`src/rtl/rv_lzc_norm_if.sv`:
```
// Handshake bundle for rv_lzc_norm: input transaction channel and result channel.
// The master side drives transactions and result acceptance; the slave side is the counter.
interface rv_lzc_norm_if #(
    parameter int N     = 32,
    parameter int LANES = 4,
    parameter int TAGW  = 4
);
    localparam int CNTW = $clog2(N) + 1;

    logic                  in_valid_i;
    logic                  in_ready_o;
    logic [LANES*N-1:0]    in_data_i;
    logic                  in_mode_i;
    logic [TAGW-1:0]       in_tag_i;
    logic                  out_valid_o;
    logic                  out_ready_i;
    logic [LANES*CNTW-1:0] out_cnt_o;
    logic [LANES-1:0]      out_zero_o;
    logic [LANES*N-1:0]    out_norm_o;
    logic [TAGW-1:0]       out_tag_o;

    modport master (
        output in_valid_i, in_data_i, in_mode_i, in_tag_i, out_ready_i,
        input  in_ready_o, out_valid_o, out_cnt_o, out_zero_o, out_norm_o, out_tag_o
    );

    modport slave (
        input  in_valid_i, in_data_i, in_mode_i, in_tag_i, out_ready_i,
        output in_ready_o, out_valid_o, out_cnt_o, out_zero_o, out_norm_o, out_tag_o
    );
endinterface

```
`src/rtl/rv_lzc_norm.sv`:
```
// Two-stage elastic leading/trailing zero counter with per-lane normalisation.
// S1 registers the word and its count; S2 registers the shifted word, zero flag and tag.
module rv_lzc_norm #(
    parameter int N     = 32,
    parameter int LANES = 4,
    parameter int TAGW  = 4
) (
    input logic          clk,
    input logic          reset_n,
    rv_lzc_norm_if.slave bus
);
    localparam int CNTW = $clog2(N) + 1;

    logic                  r_s1_valid;
    logic [LANES*N-1:0]    r_s1_data;
    logic                  r_s1_mode;
    logic [TAGW-1:0]       r_s1_tag;
    logic [LANES*CNTW-1:0] r_s1_cnt;

    logic                  r_s2_valid;
    logic [LANES*CNTW-1:0] r_s2_cnt;
    logic [LANES-1:0]      r_s2_zero;
    logic [LANES*N-1:0]    r_s2_norm;
    logic [TAGW-1:0]       r_s2_tag;

    logic                  w_s2_ready;
    logic                  w_s1_ready;
    logic                  w_in_fire;
    logic                  w_s1_move;
    logic [LANES*CNTW-1:0] w_cnt;
    logic [LANES-1:0]      w_zero;
    logic [LANES*N-1:0]    w_norm;

    function automatic logic [CNTW-1:0] f_lzc(input logic [N-1:0] word);
        logic [CNTW-1:0] cnt;
        logic            hit;
        cnt = CNTW'(N);
        hit = 1'b0;
        for (int i = N - 1; i >= 0; i--) begin
            if (!hit && word[i]) begin
                cnt = CNTW'(N - 1 - i);
                hit = 1'b1;
            end
        end
        return cnt;
    endfunction

    function automatic logic [CNTW-1:0] f_tzc(input logic [N-1:0] word);
        logic [CNTW-1:0] cnt;
        logic            hit;
        cnt = CNTW'(N);
        hit = 1'b0;
        for (int i = 0; i < N; i++) begin
            if (!hit && word[i]) begin
                cnt = CNTW'(i);
                hit = 1'b1;
            end
        end
        return cnt;
    endfunction

    assign w_s2_ready     = !r_s2_valid || bus.out_ready_i;
    assign w_s1_ready     = !r_s1_valid || w_s2_ready;
    assign w_in_fire      = bus.in_valid_i && w_s1_ready;
    assign w_s1_move      = r_s1_valid && w_s2_ready;
    assign bus.in_ready_o = w_s1_ready;

    always_comb begin
        w_cnt = '0;
        for (int k = 0; k < LANES; k++) begin
            w_cnt[k*CNTW +: CNTW] = bus.in_mode_i ? f_lzc(bus.in_data_i[k*N +: N])
                                                  : f_tzc(bus.in_data_i[k*N +: N]);
        end
    end

    // A count of N only arises from an all-zero word; the shift then clears the word anyway,
    // but the explicit zero keeps the result independent of shift-overflow semantics.
    always_comb begin
        w_zero = '0;
        w_norm = '0;
        for (int k = 0; k < LANES; k++) begin
            w_zero[k] = (r_s1_cnt[k*CNTW +: CNTW] == CNTW'(N));
            if (!w_zero[k]) begin
                w_norm[k*N +: N] = r_s1_mode ? (r_s1_data[k*N +: N] << r_s1_cnt[k*CNTW +: CNTW])
                                             : (r_s1_data[k*N +: N] >> r_s1_cnt[k*CNTW +: CNTW]);
            end
        end
    end

    always_ff @(posedge clk or negedge reset_n) begin
        if (!reset_n) begin
            r_s1_valid <= 1'b0;
            r_s1_data  <= '0;
            r_s1_mode  <= 1'b0;
            r_s1_tag   <= '0;
            r_s1_cnt   <= '0;
        end else begin
            if (w_s1_ready) begin
                r_s1_valid <= bus.in_valid_i;
            end
            if (w_in_fire) begin
                r_s1_data <= bus.in_data_i;
                r_s1_mode <= bus.in_mode_i;
                r_s1_tag  <= bus.in_tag_i;
                r_s1_cnt  <= w_cnt;
            end
        end
    end

    always_ff @(posedge clk or negedge reset_n) begin
        if (!reset_n) begin
            r_s2_valid <= 1'b0;
            r_s2_cnt   <= '0;
            r_s2_zero  <= '0;
            r_s2_norm  <= '0;
            r_s2_tag   <= '0;
        end else begin
            if (w_s2_ready) begin
                r_s2_valid <= r_s1_valid;
            end
            if (w_s1_move) begin
                r_s2_cnt  <= r_s1_cnt;
                r_s2_zero <= w_zero;
                r_s2_norm <= w_norm;
                r_s2_tag  <= r_s1_tag;
            end
        end
    end

    assign bus.out_valid_o = r_s2_valid;
    assign bus.out_cnt_o   = r_s2_cnt;
    assign bus.out_zero_o  = r_s2_zero;
    assign bus.out_norm_o  = r_s2_norm;
    assign bus.out_tag_o   = r_s2_tag;

endmodule

```
`src/flat_wrapper.sv`:
```
// flat-port wrapper written by rule: the top's interface ports become plain ports
module rv_lzc_norm_flat 
#(
    parameter int N     = 32,
    parameter int LANES = 4,
    parameter int TAGW  = 4
)
  (clk, reset_n, bus_in_valid_i, bus_in_data_i, bus_in_mode_i, bus_in_tag_i, bus_out_ready_i, bus_in_ready_o, bus_out_valid_o, bus_out_cnt_o, bus_out_zero_o, bus_out_norm_o, bus_out_tag_o);
  rv_lzc_norm_if #(.N(N), .LANES(LANES), .TAGW(TAGW)) bus_i ();
  input logic clk;
  input logic reset_n;
  input wire logic [$bits(bus_i.in_valid_i)-1:0] bus_in_valid_i;
  input wire logic [$bits(bus_i.in_data_i)-1:0] bus_in_data_i;
  input wire logic [$bits(bus_i.in_mode_i)-1:0] bus_in_mode_i;
  input wire logic [$bits(bus_i.in_tag_i)-1:0] bus_in_tag_i;
  input wire logic [$bits(bus_i.out_ready_i)-1:0] bus_out_ready_i;
  output wire logic [$bits(bus_i.in_ready_o)-1:0] bus_in_ready_o;
  output wire logic [$bits(bus_i.out_valid_o)-1:0] bus_out_valid_o;
  output wire logic [$bits(bus_i.out_cnt_o)-1:0] bus_out_cnt_o;
  output wire logic [$bits(bus_i.out_zero_o)-1:0] bus_out_zero_o;
  output wire logic [$bits(bus_i.out_norm_o)-1:0] bus_out_norm_o;
  output wire logic [$bits(bus_i.out_tag_o)-1:0] bus_out_tag_o;
  assign bus_i.in_valid_i = bus_in_valid_i;
  assign bus_i.in_data_i = bus_in_data_i;
  assign bus_i.in_mode_i = bus_in_mode_i;
  assign bus_i.in_tag_i = bus_in_tag_i;
  assign bus_i.out_ready_i = bus_out_ready_i;
  assign bus_in_ready_o = bus_i.in_ready_o;
  assign bus_out_valid_o = bus_i.out_valid_o;
  assign bus_out_cnt_o = bus_i.out_cnt_o;
  assign bus_out_zero_o = bus_i.out_zero_o;
  assign bus_out_norm_o = bus_i.out_norm_o;
  assign bus_out_tag_o = bus_i.out_tag_o;
  rv_lzc_norm #(.N(N), .LANES(LANES), .TAGW(TAGW)) u_core (.clk(clk), .reset_n(reset_n), .bus(bus_i));
endmodule
```
`config.mk`:
```
export PLATFORM = sky130hd
export DESIGN_NAME = rv_lzc_norm_flat
export DESIGN_NICKNAME = d
export VERILOG_FILES = /design/src/rtl/rv_lzc_norm_if.sv /design/src/rtl/rv_lzc_norm.sv /design/src/flat_wrapper.sv
export SDC_FILE = /design/constraint.sdc
export NUM_CORES = 2
export LEC_CHECK = 0
export CORE_MARGIN = 8
export CORE_UTILIZATION = 45
export CTS_CLUSTER_DIAMETER = 80
export CTS_CLUSTER_SIZE = 8
export DETAILED_ROUTE_END_ITERATION = 6
export HOLD_SLACK_MARGIN = 0.05
export PLACE_DENSITY_LB_ADDON = 0.05
export SYNTH_ARGS = -nofsm -noshare
export SYNTH_HDL_FRONTEND = slang
export SYNTH_SLANG_ARGS = --single-unit
```
`constraint.sdc`:
```
create_clock -name clk -period 2.28 [get_ports clk]
set_input_delay 0.57 -clock clk [delete_from_list [all_inputs] [get_ports clk]]
set_output_delay 0.57 -clock clk [all_outputs]
set_load 0.02 [all_outputs]
```
## Word-level counts from Yosys, hierarchy flattened

Index checks and enable logic that the tools add are counted.

| storage, ports and cells | value |
|---|---|
| register bits | 319 |
| input bits | 137 |
| word-level logic and storage cells | 1040 |

| operators by class | value |
|---|---|
| equality and inequality tests | 4 |
| shifts and indexed selects | 8 |
| multiplexer cells | 516 |
| reduce and logical (&&, ||, !) cells | 502 |

Operators with widths:

| cell | number |
|---|---|
| 6-bit 2-to-1 mux | 260 |
| 32-bit 2-to-1 mux | 8 |
| 1-bit logical AND | 250 |
| 1-bit zero test | 250 |
| 1-bit 2-to-1 mux | 248 |
| 32-bit by 6-bit << shifter with 32-bit output | 4 |
| 32-bit by 6-bit right shift with 32-bit output | 4 |
| 6-bit == test (second input constant) | 4 |
| 1-bit logical OR | 2 |

## Longest topological paths before layout

| depth | value |
|---|---|
| depth in word-level cells | 95 |
| depth in mapped cells | 10 |
| gate-level depth less buffers | 6 |

## Worst setup path after synthesis

Ideal clock, no wire load.

| path | value |
|---|---|
| kind | input-to-reg |
| start point | in bus_in_data_i[34] |
| end point | reg u_core.r_s1_cnt[6] |
| library setup time | 0.124 ns |
| arrival | 2.183 ns |
| data required time | 2.156 ns |
| slack | -0.027 ns |
| stages on the path | 6 |
| cell sequence | nor4_1 > nand2_1 > nor4_4 > a311o_1 > a31oi_1 > a211o_1 |

| on the way | value |
|---|---|
| word-level cells in the longest chain between the ends | 90 |

Ends and longest elaborated chain:

| item | RTL line | text |
|---|---|---|
| from (decl) | flat_wrapper.sv:13 | `input wire logic [$bits(bus_i.in_data_i)-1:0] bus_in_data_i;` |
| 1-bit logical AND | rv_lzc_norm.sv:54 | `if (!hit && word[i]) begin` |
| 1-bit 2-to-1 mux | rv_lzc_norm.sv:54 |  |
| 1-bit zero test | rv_lzc_norm.sv:54 |  |
| 1-bit logical AND | rv_lzc_norm.sv:54 |  |
| 1-bit 2-to-1 mux | rv_lzc_norm.sv:54 |  |
| 1-bit zero test | rv_lzc_norm.sv:54 |  |
| 1-bit logical AND | rv_lzc_norm.sv:54 |  |
| 1-bit 2-to-1 mux | rv_lzc_norm.sv:54 |  |
| [... 74 more ...] | - |  |
| 1-bit 2-to-1 mux | rv_lzc_norm.sv:54 |  |
| 1-bit zero test | rv_lzc_norm.sv:54 |  |
| 1-bit logical AND | rv_lzc_norm.sv:54 |  |
| 1-bit 2-to-1 mux | rv_lzc_norm.sv:54 |  |
| 1-bit zero test | rv_lzc_norm.sv:54 |  |
| 1-bit logical AND | rv_lzc_norm.sv:54 |  |
| 6-bit 2-to-1 mux | rv_lzc_norm.sv:54 |  |
| 6-bit 2-to-1 mux * | rv_lzc_norm.sv:71 | `w_cnt[k*CNTW +: CNTW] = bus.in_mode_i ? f_lzc(bus.in_data_i[k*N +: N])` |
| to (signal assigned) | rv_lzc_norm.sv:105 | `r_s1_cnt <= w_cnt;` |
| to (decl) | rv_lzc_norm.sv:18 | `logic [LANES*CNTW-1:0] r_s1_cnt;` |

Mark *: on every way between the ends. The rest lies on a longest branch, timed or not.
A chain may end at the register's enable or synchronous reset.

## Final worst setup path

| path | value |
|---|---|
| start point | reg u_core.r_s1_cnt[0] |
| end point | reg u_core.r_s2_norm[14], in the netlist u_core.bus.out_norm_o[14] |

| on the way | value |
|---|---|
| word-level cells in the longest chain between the ends | 3 |

Ends and longest elaborated chain:

| item | RTL line | text |
|---|---|---|
| 32-bit by 6-bit right shift with 32-bit output / 32-bit by 6-bit << shifter with 32-bit output (equally long branches) | rv_lzc_norm.sv:85, rv_lzc_norm.sv:84 |  |
| 32-bit 2-to-1 mux | rv_lzc_norm.sv:84 | `w_norm[k*N +: N] = r_s1_mode ? (r_s1_data[k*N +: N] << r_s1_cnt[k*CNTW +: CNTW])` |
| 32-bit 2-to-1 mux * | rv_lzc_norm.sv:83 | `if (!w_zero[k]) begin` |
| to (signal assigned) | rv_lzc_norm.sv:124 | `r_s2_norm <= w_norm;` |
| to (decl) | rv_lzc_norm.sv:23 | `logic [LANES*N-1:0] r_s2_norm;` |

Marks and branches as above.

==> results.toml <==
[clock_tree]
numCtsBuffers = 48
clk_pin_slew_ps = 60
cts_sinks = 319
insertion_delay_ps = 600
cts_root_buffer = "clkbuf_16"
htreeDepth = 2
cts_tree = "yes"
cts_buffer_depth = 3

[synth]
synth_top_family_by_area = "multiplexers"
synth-simple-area-share_pct = 19.4
yosys-top-cells-area = "dfrtp_1 28%, mux4_2 14%, nand2_1 7.9%"
synth_compound_area_share_pct = 21.1
ys_types = 90
synth_top_cell_by_area = "dfrtp_1"
ys_seq_area_share_pct = 28.1
synth_cells = 3303
muxShareOfSynthArea_pct = 26.5
synth_top_area_share_pct = 28.1
synthArstFlopShare_pct = 100
ys.warnings.count = 0
ys.flop_type = "dfrtp_1"
ys_ff_latch = 319
synth_area_um2 = 28500
synth-xor-area-share_pct = 0
synth_fa_ha_area_share_pct = 0
synth_enable_flop_cells = 0
synth_fp_nets = 3440
avgSynthCellArea_um2 = 8.62

[cells_and_area]
fin_util_pct = 65.4
area_delta_synth_final_pct = 44.5
final_common_cell = "buf_4"
drive_above_1_share_pct = 34.4
fin_area_um2 = 41100
layout_common_cells = "721 x buf_4, 596 x nand2_1, 307 x dfrtp_1"
final_cells = 5066
nNetsFinal = 4338

[power_and_ir_drop]
p_leak_nw = 17.5
p_per_area_nw_per_um2 = 831
total_power_mw = 34.2
vdd_ir_drop_max_mv = 0.650

[floorplan]
die_h_um = 267
rows = 92
die_w_um = 267
dieArea_um2 = 71500
core_area_um2 = 62900
ios = 299
start_util_pct = 45.3

[placed_design]
dpl_cell_area_um2 = 37600
place.gp.congestion = 1.00
dp.cells = 4943
dp_hpwl_um = 97600
pre_cts_slack_ps = -554
port_buffers = 298

[route]
wl_per_cell_um = 25.2
drc = 0
drtPass1Iterations = 5
antenna_left = 0
via_count = 32144
avgViaCountPerCell = 6.35
wl_um = 128000
detail_route.iter0.violations = 3797

[sta]
finalWorstSetupSlack_ps = -72.0
hold_viol_final = 0
skew_ps = 30.8
grt_setup_unrepaired = "true"
min_period_ps = 2350
maxSlewViolCount = 0
setup_tns_ps = -483
tightest_slew_ps = 834
whs_ps = 459
setup_viol = 20
slew_headroom_pct = 44.0
finalCritPeriodShare_pct = 103
clock.fmax_mhz = 425

[global_route]
overflow = 0
track_usage_pct = 34.3
grt_antenna_before_repair = 4
grt_start_max_net_pins = 87
grt_pass1_vias = 32122
grt_pass1_wl_um = 194000

[status]
status = "complete, but fails checks"
violations = "negative setup slack"

[worst_setup_path]
required_ps = 2740
start_kind = "register"
crit_path_max_fanout = 24
cpMaxStageDelayCell = "mux4_2"
arrival_ps = 2820
slowest_delay_ps = 570
path_common_cell = "nor2_1"
crit_chain = "buf_12 > mux4_2 > nor2_1 > nor2_1 > a22o_1 > a2111oi_2 > buf_4 > nor2_2"
end_kind = "register"
crit_type = "reg2reg"

[worst_hold_path]
hp-class = "reg2reg"

[run]
max_cap_viol_count = 0
[where the power goes]
group	switching (mW)	leakage, nW	total [mW]	internal (mW)
Clock	2.73	0.657	6.69	3.96
Sequential	1.38	3.99	8.23	6.85
Combinational	10.1	12.9	19.3	9.17
Total	14.2	17.5	34.2	20.0
[worst paths after layout]
| path | start | to | cells past startpoint | slack, ps |
|---|---|---|---|---|
| min in group asynchronous | reset_n | u_core.bus.out_norm_o[40] | 2 | 550 |
| worst max register to register | u_core.r_s1_cnt[0] | u_core.bus.out_norm_o[14] | 8 | -70 |
| worst min register to register | u_core.r_s1_tag[1] | u_core.bus.out_tag_o[1] | 2 | 460 |
| worst max-delay path | u_core.r_s1_cnt[0] | u_core.bus.out_norm_o[14] | 8 | -70 |
| max in group asynchronous | reset_n | u_core.r_s1_cnt[19] | 3 | 930 |
| worst min-delay path | u_core.r_s1_tag[1] | u_core.bus.out_tag_o[1] | 2 | 460 |
[state kept, by name, indices dropped and copies added, names as in the netlist]
name and cells:
u_core.bus.out_cnt_o 24, u_core.bus.out_norm_o 128, u_core.bus.out_tag_o 4, u_core.bus.out_valid_o 1
u_core.bus.out_zero_o 4, u_core.r_s1_cnt 24, u_core.r_s1_data 128, u_core.r_s1_mode 1
u_core.r_s1_tag 4, u_core.r_s1_valid 1
[layer usage]
layer / vias to the layer above / GRT usage, % / part of all wire (%)
li1: 14267 / - / -
met1: 15757 / 43.7 / 39
met2: 1720 / 56.5 / 47
met3: 396 / 5.87 / 8.2
met4: 4 / 16.3 / 5.6
met5: - / 0 / 0.035
[layout make-up]
cell class	count	area (um^2)
Fill cell	5287	21700
Clock buffer	61	1270
Antenna cell	1	2.50
Sequential cell	319	8020
Inverter	58	221
Multi-Input combinational cell	2652	20300
Clock inverter	7	75.1
Timing Repair Buffer	1122	10200
Tap cell	846	1060
[worst max-delay path: cells and delay by family, from the launching register on]
family,cells,cell delay [ps]
and+or+nand+nor,3,260
AOI/OAI and AO/OA,2,540
muxes,1,570
DFF,1,470
buffers and inverters,2,400
[synthesized netlist by cell type, types with 7 or more instances]
| cell type | instances |
|---|---|
| a211oi_1 | 36 |
| buf_2 | 68 |
| buf_1 | 32 |
| and2_1 | 8 |
| nor2b_1 | 27 |
| o31ai_1 | 19 |
| nor2_1 | 308 |
| a22oi_1 | 36 |
| o21bai_1 | 10 |
| a31oi_1 | 31 |
| a21o_1 | 15 |
| buf_4 | 18 |
| a22o_1 | 18 |
| or3_1 | 17 |
| a221o_1 | 19 |
| o21ai_0 | 200 |
| or4_1 | 12 |
| nand2_1 | 600 |
| or2_2 | 14 |
| o22ai_1 | 27 |
| a21oi_1 | 215 |
| inv_1 | 53 |
| o22a_1 | 7 |
| nor4_1 | 38 |
| mux2i_1 | 210 |
| a32oi_1 | 26 |
| mux4_2 | 172 |
| o21a_1 | 9 |
| and3_1 | 13 |
| clkbuf_1 | 153 |
| a2111oi_0 | 8 |
| nand4_1 | 14 |
| o221ai_1 | 21 |
| nand2b_1 | 36 |
| nor3_1 | 68 |
| a2bb2oi_1 | 12 |
| nand3_1 | 49 |
| a221oi_1 | 28 |
| a32o_1 | 17 |
| a311oi_1 | 7 |
| o211ai_1 | 46 |
| dfrtp_1 | 319 |
| o311ai_0 | 16 |
| mux2_2 | 138 |
[kinds of logic after synthesis]
logic type | after synthesis
AND/OR/NAND/NOR | 1239
flip-flops | 319
AO/OA/AOI/OAI | 892
multiplexers | 521
buffers and inverters | 332
[repair_timing]
| item | 4_1_cts | 5_1_grt |
|---|---|---|
| hold endpoints to repair | 49 | 0 |
| pin swaps | 16 | 69 |
| gates cloned | 4 | 8 |
| buffers inserted | 19 | 29 |
| hold buffers | 1 | 0 |
| endpoints found under the setup margin | 109 | 114 |
| resized for setup | 135 | 265 |
Power figures use the tool's default switching activity.
